<file path="src/rtl/gating_pkg.sv">
// Shared widths and state encoding for the gating module's arithmetic pipeline.
package gating_pkg;

  localparam int FP16_W         = 16;
  localparam int TBUF_ADDR_W    = 8;
  localparam int TBUF_DATA_W    = 64;
  localparam int LANES_PER_WORD = 4;
  localparam int VEC_LEN_MAX    = 16;

  typedef enum logic [1:0] {
    IDLE,
    PACK,
    DRAIN,
    DONE
  } wb_state_t;

endpackage

</file>
<file path="src/rtl/wb_word_fifo.sv">
// Show-ahead FIFO of packed write-back entries; head is valid whenever empty is low.
module wb_word_fifo #(
  parameter int W     = 72,
  parameter int DEPTH = 2
) (
  input  logic         clk,
  input  logic         rst,
  input  logic         push,
  input  logic [W-1:0] push_data,
  input  logic         pop,
  output logic [W-1:0] head,
  output logic         full,
  output logic         empty,
  output logic         one_left
);

  localparam int PW = $clog2(DEPTH);

  logic [W-1:0]  mem [DEPTH];
  logic [PW-1:0] wr_ptr_reg;
  logic [PW-1:0] rd_ptr_reg;
  logic [PW:0]   count_reg;
  logic [PW:0]   count_next;
  logic          full_reg;
  logic          empty_reg;
  logic          do_push;
  logic          do_pop;

  assign do_push = push && !full_reg;
  assign do_pop  = pop && !empty_reg;

  always_comb begin
    count_next = count_reg;
    if (do_push && !do_pop) begin
      count_next = count_reg + 1'b1;
    end else if (do_pop && !do_push) begin
      count_next = count_reg - 1'b1;
    end
  end

  // Flags are registered from the next count, so a full FIFO that pops still reads full this cycle.
  always_ff @(posedge clk) begin
    if (rst) begin
      wr_ptr_reg <= '0;
      rd_ptr_reg <= '0;
      count_reg  <= '0;
      full_reg   <= 1'b0;
      empty_reg  <= 1'b1;
    end else begin
      if (do_push) wr_ptr_reg <= wr_ptr_reg + 1'b1;
      if (do_pop) rd_ptr_reg <= rd_ptr_reg + 1'b1;
      count_reg <= count_next;
      full_reg  <= (count_next == (PW+1)'(DEPTH));
      empty_reg <= (count_next == '0);
    end
  end

  always_ff @(posedge clk) begin
    if (do_push) mem[wr_ptr_reg] <= push_data;
  end

  assign head     = mem[rd_ptr_reg];
  assign full     = full_reg;
  assign empty    = empty_reg;
  assign one_left = (count_reg == (PW+1)'(1));

endmodule

</file>
<file path="src/rtl/tbuf_wb_packer.sv">
// Packs the serial FP16 result stream into token-buffer words and writes them from a base address.
// Optional per-lane write mask enabled by defining TBUF_WB_LANE_MASK_EN.
module tbuf_wb_packer
  import gating_pkg::*;
#(
  parameter int DATA_W     = FP16_W,
  parameter int LANES      = LANES_PER_WORD,
  parameter int ADDR_W     = TBUF_ADDR_W,
  parameter int FIFO_DEPTH = 2
) (
  input  logic                    clk,
  input  logic                    rst,
  input  logic                    cfg_valid,
  input  logic [ADDR_W-1:0]       cfg_base_addr,
  input  logic [4:0]              cfg_len,
  input  logic                    in_valid,
  output logic                    in_ready,
  input  logic [DATA_W-1:0]       in_data,
  output logic                    tbuf_wr_en,
  input  logic                    tbuf_wr_ready,
  output logic [ADDR_W-1:0]       tbuf_wr_addr,
  output logic [DATA_W*LANES-1:0] tbuf_wr_data,
`ifdef TBUF_WB_LANE_MASK_EN
  output logic [LANES-1:0]        tbuf_wr_mask,
`endif
  output logic                    busy,
  output logic                    done
);

  localparam int WORD_W = DATA_W * LANES;
  localparam int LW     = $clog2(LANES);
  localparam int LEN_W  = 5;
  localparam logic [LEN_W-1:0] LEN_MAX = LEN_W'(VEC_LEN_MAX);
`ifdef TBUF_WB_LANE_MASK_EN
  localparam int ENT_W = ADDR_W + WORD_W + LANES;
`else
  localparam int ENT_W = ADDR_W + WORD_W;
`endif

  wb_state_t         state_reg;
  logic [LEN_W-1:0]  len_reg;
  logic [LEN_W-1:0]  elem_cnt_reg;
  logic [LEN_W-1:0]  cfg_len_clamped;
  logic [LW-1:0]     lane_cnt_reg;
  logic [ADDR_W-1:0] addr_reg;
  logic [DATA_W-1:0] pack_reg [LANES];
  logic              accept;
  logic              last_elem;
  logic              word_push;
  logic              fifo_pop;
  logic              fifo_full;
  logic              fifo_empty;
  logic              fifo_one;
  logic [WORD_W-1:0] word_data;
  logic [ENT_W-1:0]  fifo_in;
  logic [ENT_W-1:0]  fifo_head;
`ifdef TBUF_WB_LANE_MASK_EN
  logic [LANES-1:0]  word_mask;
`endif

  assign cfg_len_clamped = (cfg_len > LEN_MAX) ? LEN_MAX : cfg_len;
  assign in_ready  = (state_reg == PACK) && !fifo_full;
  assign accept    = in_valid && in_ready;
  assign last_elem = ((elem_cnt_reg + 1'b1) == len_reg);
  assign word_push = accept && ((lane_cnt_reg == LW'(LANES - 1)) || last_elem);

  // Lanes below the current one come from the pack register, the current lane bypasses
  // straight from the input, and lanes above it are padding.
  generate
    for (genvar gi = 0; gi < LANES; gi++) begin : g_lane
      localparam logic [LW-1:0] LANE_IDX = LW'(gi);
      assign word_data[gi*DATA_W +: DATA_W] =
        (LANE_IDX < lane_cnt_reg)  ? pack_reg[gi] :
        (LANE_IDX == lane_cnt_reg) ? in_data : '0;
`ifdef TBUF_WB_LANE_MASK_EN
      assign word_mask[gi] = (LANE_IDX <= lane_cnt_reg);
`endif
    end
  endgenerate

  always_ff @(posedge clk) begin
    if (accept) pack_reg[lane_cnt_reg] <= in_data;
  end

  always_ff @(posedge clk) begin
    if (rst) begin
      state_reg    <= IDLE;
      len_reg      <= '0;
      elem_cnt_reg <= '0;
      lane_cnt_reg <= '0;
      addr_reg     <= '0;
    end else begin
      case (state_reg)
        IDLE: begin
          if (cfg_valid) begin
            addr_reg     <= cfg_base_addr;
            len_reg      <= cfg_len_clamped;
            elem_cnt_reg <= '0;
            lane_cnt_reg <= '0;
            state_reg    <= (cfg_len_clamped == '0) ? DONE : PACK;
          end
        end
        PACK: begin
          if (accept) begin
            elem_cnt_reg <= elem_cnt_reg + 1'b1;
            lane_cnt_reg <= lane_cnt_reg + 1'b1;
            if (word_push) addr_reg <= addr_reg + 1'b1;
            if (last_elem) state_reg <= DRAIN;
          end
        end
        // Leave as the final write handshakes so done trails it by exactly one cycle.
        DRAIN: begin
          if (fifo_empty || (fifo_one && fifo_pop)) state_reg <= DONE;
        end
        default: state_reg <= IDLE;
      endcase
    end
  end

`ifdef TBUF_WB_LANE_MASK_EN
  assign fifo_in = {addr_reg, word_data, word_mask};
`else
  assign fifo_in = {addr_reg, word_data};
`endif

  wb_word_fifo #(
    .W     (ENT_W),
    .DEPTH (FIFO_DEPTH)
  ) u_fifo (
    .clk       (clk),
    .rst       (rst),
    .push      (word_push),
    .push_data (fifo_in),
    .pop       (fifo_pop),
    .head      (fifo_head),
    .full      (fifo_full),
    .empty     (fifo_empty),
    .one_left  (fifo_one)
  );

  assign tbuf_wr_en   = !fifo_empty;
  assign fifo_pop     = tbuf_wr_en && tbuf_wr_ready;
  assign tbuf_wr_addr = fifo_empty ? '0 : fifo_head[ENT_W-1 -: ADDR_W];
  assign tbuf_wr_data = fifo_empty ? '0 : fifo_head[ENT_W-ADDR_W-1 -: WORD_W];
`ifdef TBUF_WB_LANE_MASK_EN
  assign tbuf_wr_mask = fifo_empty ? '0 : fifo_head[LANES-1:0];
`endif

  assign busy = (state_reg != IDLE);
  assign done = (state_reg == DONE);

endmodule

</file>
<file path="config.mk">
export PLATFORM = sky130hd
export DESIGN_NAME = tbuf_wb_packer
export DESIGN_NICKNAME = d
export VERILOG_FILES = /design/src/rtl/gating_pkg.sv /design/src/rtl/wb_word_fifo.sv /design/src/rtl/tbuf_wb_packer.sv
export SDC_FILE = /design/constraint.sdc
export NUM_CORES = 1
export LEC_CHECK = 0
export ABC_AREA = 1
export CAP_MARGIN = 20
export CORE_UTILIZATION = 56
export DETAILED_ROUTE_END_ITERATION = 16
export PLACE_DENSITY = 0.89
export SETUP_SLACK_MARGIN = 0.05
export SLEW_MARGIN = 25
export SYNTH_ARGS = -nofsm -noshare
export SYNTH_HDL_FRONTEND = slang
export SYNTH_SLANG_ARGS = --single-unit
export TNS_END_PERCENT = 100
</file>
<file path="constraint.sdc">
create_clock -name clk -period 6.4 [get_ports clk]
set_input_delay 1.28 -clock clk [delete_from_list [all_inputs] [get_ports clk]]
set_output_delay 1.28 -clock clk [all_outputs]
set_load 0.005 [all_outputs]
</file>
==> impl_summary.txt <==
----------------------------------------------------
[Synth]
  Total nets after synthesis ... 881
  Number of storage elements in the synthesis netlist ... around 220
  Cells after Synth ... 835
  Leading area contributor after synthesis ... sky130_fd_sc_hd__edfxtp_1
  Cell area after technology mapping ... 0.00916 mm²
  Top area cells in the synthesized netlist ... sky130_fd_sc_hd__edfxtp_1 63%, sky130_fd_sc_hd__o21ai_0 7.3%, sky130_fd_sc_hd__nor2_1 7.0%
  Warnings from Yosys ... 0
  Sequential fraction of the synthesis area ... 0.693
  Share of the synthesized area in the top cell type ... 0.630
  Post-synthesis area per instance ... between 10 and 15 µm²
  Distinct cell type count of the synthesized netlist ... 35

[Global route]
  GR Layer Usage met3 ... 0.0455
  GR met2 Demand/Resource ... 0.414
  Most heavily used metal layer in global routing ... met2
  Vias in the first global route ... slightly above 6000
  Global-route total usage across every layer ... 0.250
  Overflow left after global routing ... 0
  Largest net degree at the start of global routing ... 75
  Antenna violations before repair ... 0
  Met1 usage ... 0.332
  First-pass GRT wire length ... between 30 and 40 mm

[Cells and area]
  Net count, final ... 983
  Share of final-layout standard cells stronger than drive strength 1 ... 0.0693
  Number of flip-flops in the largest register ... about 140
  Finished layout cell area ... approximately 0.011 mm²
  Synth-to-layout area growth ... 22.1%
  Diode insertion count for antenna repair ... 0
  Final Core Density ... 0.702

[Worst setup path]
  Type of the worst setup path ... reg -> out
  Endpoint arrival time on the critical path ... 2.75 ns
  Worst Setup End Kind ... primary output
  Req. time, crit path ... 5.12 ns
  Startpoint class of the critical path ... flip-flop
  Worst-path fanout max ... 66

[Clocking]
  CTS max path bufs ... 3
  Clock root buffer ... sky130_fd_sc_hd__clkbuf_16
  Clock tree from TritonCTS ... done
  Number of buffers inserted for hold repair after clock tree synthesis ... 0
  CTS resizes ... 0
  Buffer count from post-CTS setup fixing ... 0
  TritonCTS buffer count ... 21
  Number of sinks on the clock net ... 221
  Clock latency on the worst-skew pair ... 0.51 ns
  H-Tree Depth ... 1
  Clock slew at the register clock pins of the worst setup and hold paths ... approximately 0.060 ns

[Timing]
  Final Critical Period ... slightly above 4 ns
  Worst slack on hold paths ... 0.481 ns
  Total Neg Setup Slack ... 0 ns
  Setup repair after global routing missed its margin ... no
  Final worst-path cycle share ... 0.629
  Max-slew headroom at the worst pin ... 0.334
  Setup clock skew after layout ... roughly 0.026 ns
  Slew at the pin closest to its max-slew limit ... approximately 1.0 ns
  Setup Viol. Count Final ... 0
  Number of slew-limit violations in the final report ... 0
  Achievable frequency ... 248 MHz
  Hold violation count in the final report ... 0

[Floorplan]
  Die Wd ... 130 µm
  IO Count ... between 100 and 150
  Core region area ... 0.0159 mm²
  Die extent in y ... between 100 and 150 µm
  Effective utilization at floorplan ... 0.574
  Die area ... between 0.015 and 0.02 mm²
  Std cell rows ... between 40 and 50

[Drt]
  Count of antenna-violating nets left after detailed routing ... 0
  Routed via count divided by cell count ... around 5.6
  Detailed-route wire length per cell ... approximately 18 µm
  Total via count after detailed routing ... 6519
  Number of remaining DRC errors ... 0
  Sum of routed wire length over all layers ... 20.8 mm
  Initial drt markers ... 769
  Number of iterations in the first detailed-routing pass ... 6

[Pwr]
  Static Leak ... about 4.2 nW
  Power density of the placed cells ... 388 mW/mm²
  Maximum ir drop on the vdd rail ... about 270 µV

[Place]
  RD Place Congestion ... 0.782
  Port bufs ... 109
  Area post-placement ... around 0.010 mm²
  Hpwl dp ... 12.6 mm

[Job]
  Number of violations of the max-capacitance limit ... 0

[Run status]
  Status ... complete, no violations

[Min path]
  Worst Hold Class ... reg -> reg

----------------------------------------------------
cells in the mapped netlist, drive strengths merged:
cell type  number
clkbuf         37
nor4            1
ha             12
nand4           4
nor2          173
a31o            1
inv            63
o22ai           1
nand3          12
xor2            4
nand3b          2
buf             2
nor3b           1
nor3            1
o21ai         134
a211oi          1
a31oi           1
edfxtp        192
a21oi          23
or2             1
a22oi           2
nand2         137
xnor2           1
dfxtp          29
through the flow:
step,worst slack [ns],cells,total power [mW]
global route,2.20,1168,4.53
finish,2.37,1168,4.34
CTS,2.37,1168,4.33
global placement,2.81,1130,2.98
detailed placement,2.77,1130,3.03
floorplan,1.34,835,2.47
kinds of logic (layout without fill, tap and decap cells):
| kind of cell | count (synthesis) | after routing | synth area share |
|---|---|---|---|
| compound gates | 163 | 163 | 0.0949 |
| buf+inv | 102 | 219 | 0.0440 |
| simple gates | 332 | 332 | 0.147 |
| xor+xnor | 5 | 5 | 0.00478 |
| flops | 221 | 221 | 0.693 |
| fa+ha+maj | 12 | 12 | 0.0164 |
routing by layer:
metal  up-vias  wire (µm)
met2       367      10200
met4         0        614
li1       3032          -
met1      3069       7970
met5         -          0
met3        51       2020
worst paths after layout:
path	depth (start not counted)	slack, ns	endpoint	startpoint
max	5	2.37	tbuf_wr_data[45]	flip-flop
min	2	0.48	len_reg[0]	len_reg[0]
max reg2reg	6	2.92	u_fifo.mem[1][26]	lane_cnt_reg[1]
min reg2reg	2	0.48	len_reg[0]	len_reg[0]
cell type report:
cell class	instances	area, µm²
repair buffers	118	1160
clock inverters	11	156
flip-flops and latches	221	6350
multi-input cells	512	2420
well taps	216	270
inverters	63	249
fillers	1012	4760
clock buffers	27	578
worst max-delay path: stages, from the launching register on:
cell and delay [ns]:
sky130_fd_sc_hd__dfxtp_2 0.50, sky130_fd_sc_hd__inv_2 0.19, sky130_fd_sc_hd__buf_4 0.59, sky130_fd_sc_hd__nor2_1 0.09
sky130_fd_sc_hd__nor2_1 0.26, sky130_fd_sc_hd__clkdlybuf4s50_1 0.56
report_power, final:
part	leakage [nW]	switching [mW]	internal [mW]
Combinational	1.85	0.722	0.509
Sequential	2.01	0.0888	1.71
Clock	0.364	0.518	0.800
cells in the final DEF, fill, tap and decap left out, drive strengths merged, types with 7 or more instances in the layout:
cell           Yosys  routed
a21oi             23      23
buf                2       9
clkbuf            37      27
clkdlybuf4s50      0     109
clkinv             0       7
dfxtp             29      29
edfxtp           192     192
ha                12      12
inv               63      63
nand2            137     137
nand3             12      12
nor2             173     173
o21ai            134     134
Note: power is estimated with default switching activity, not from simulation.
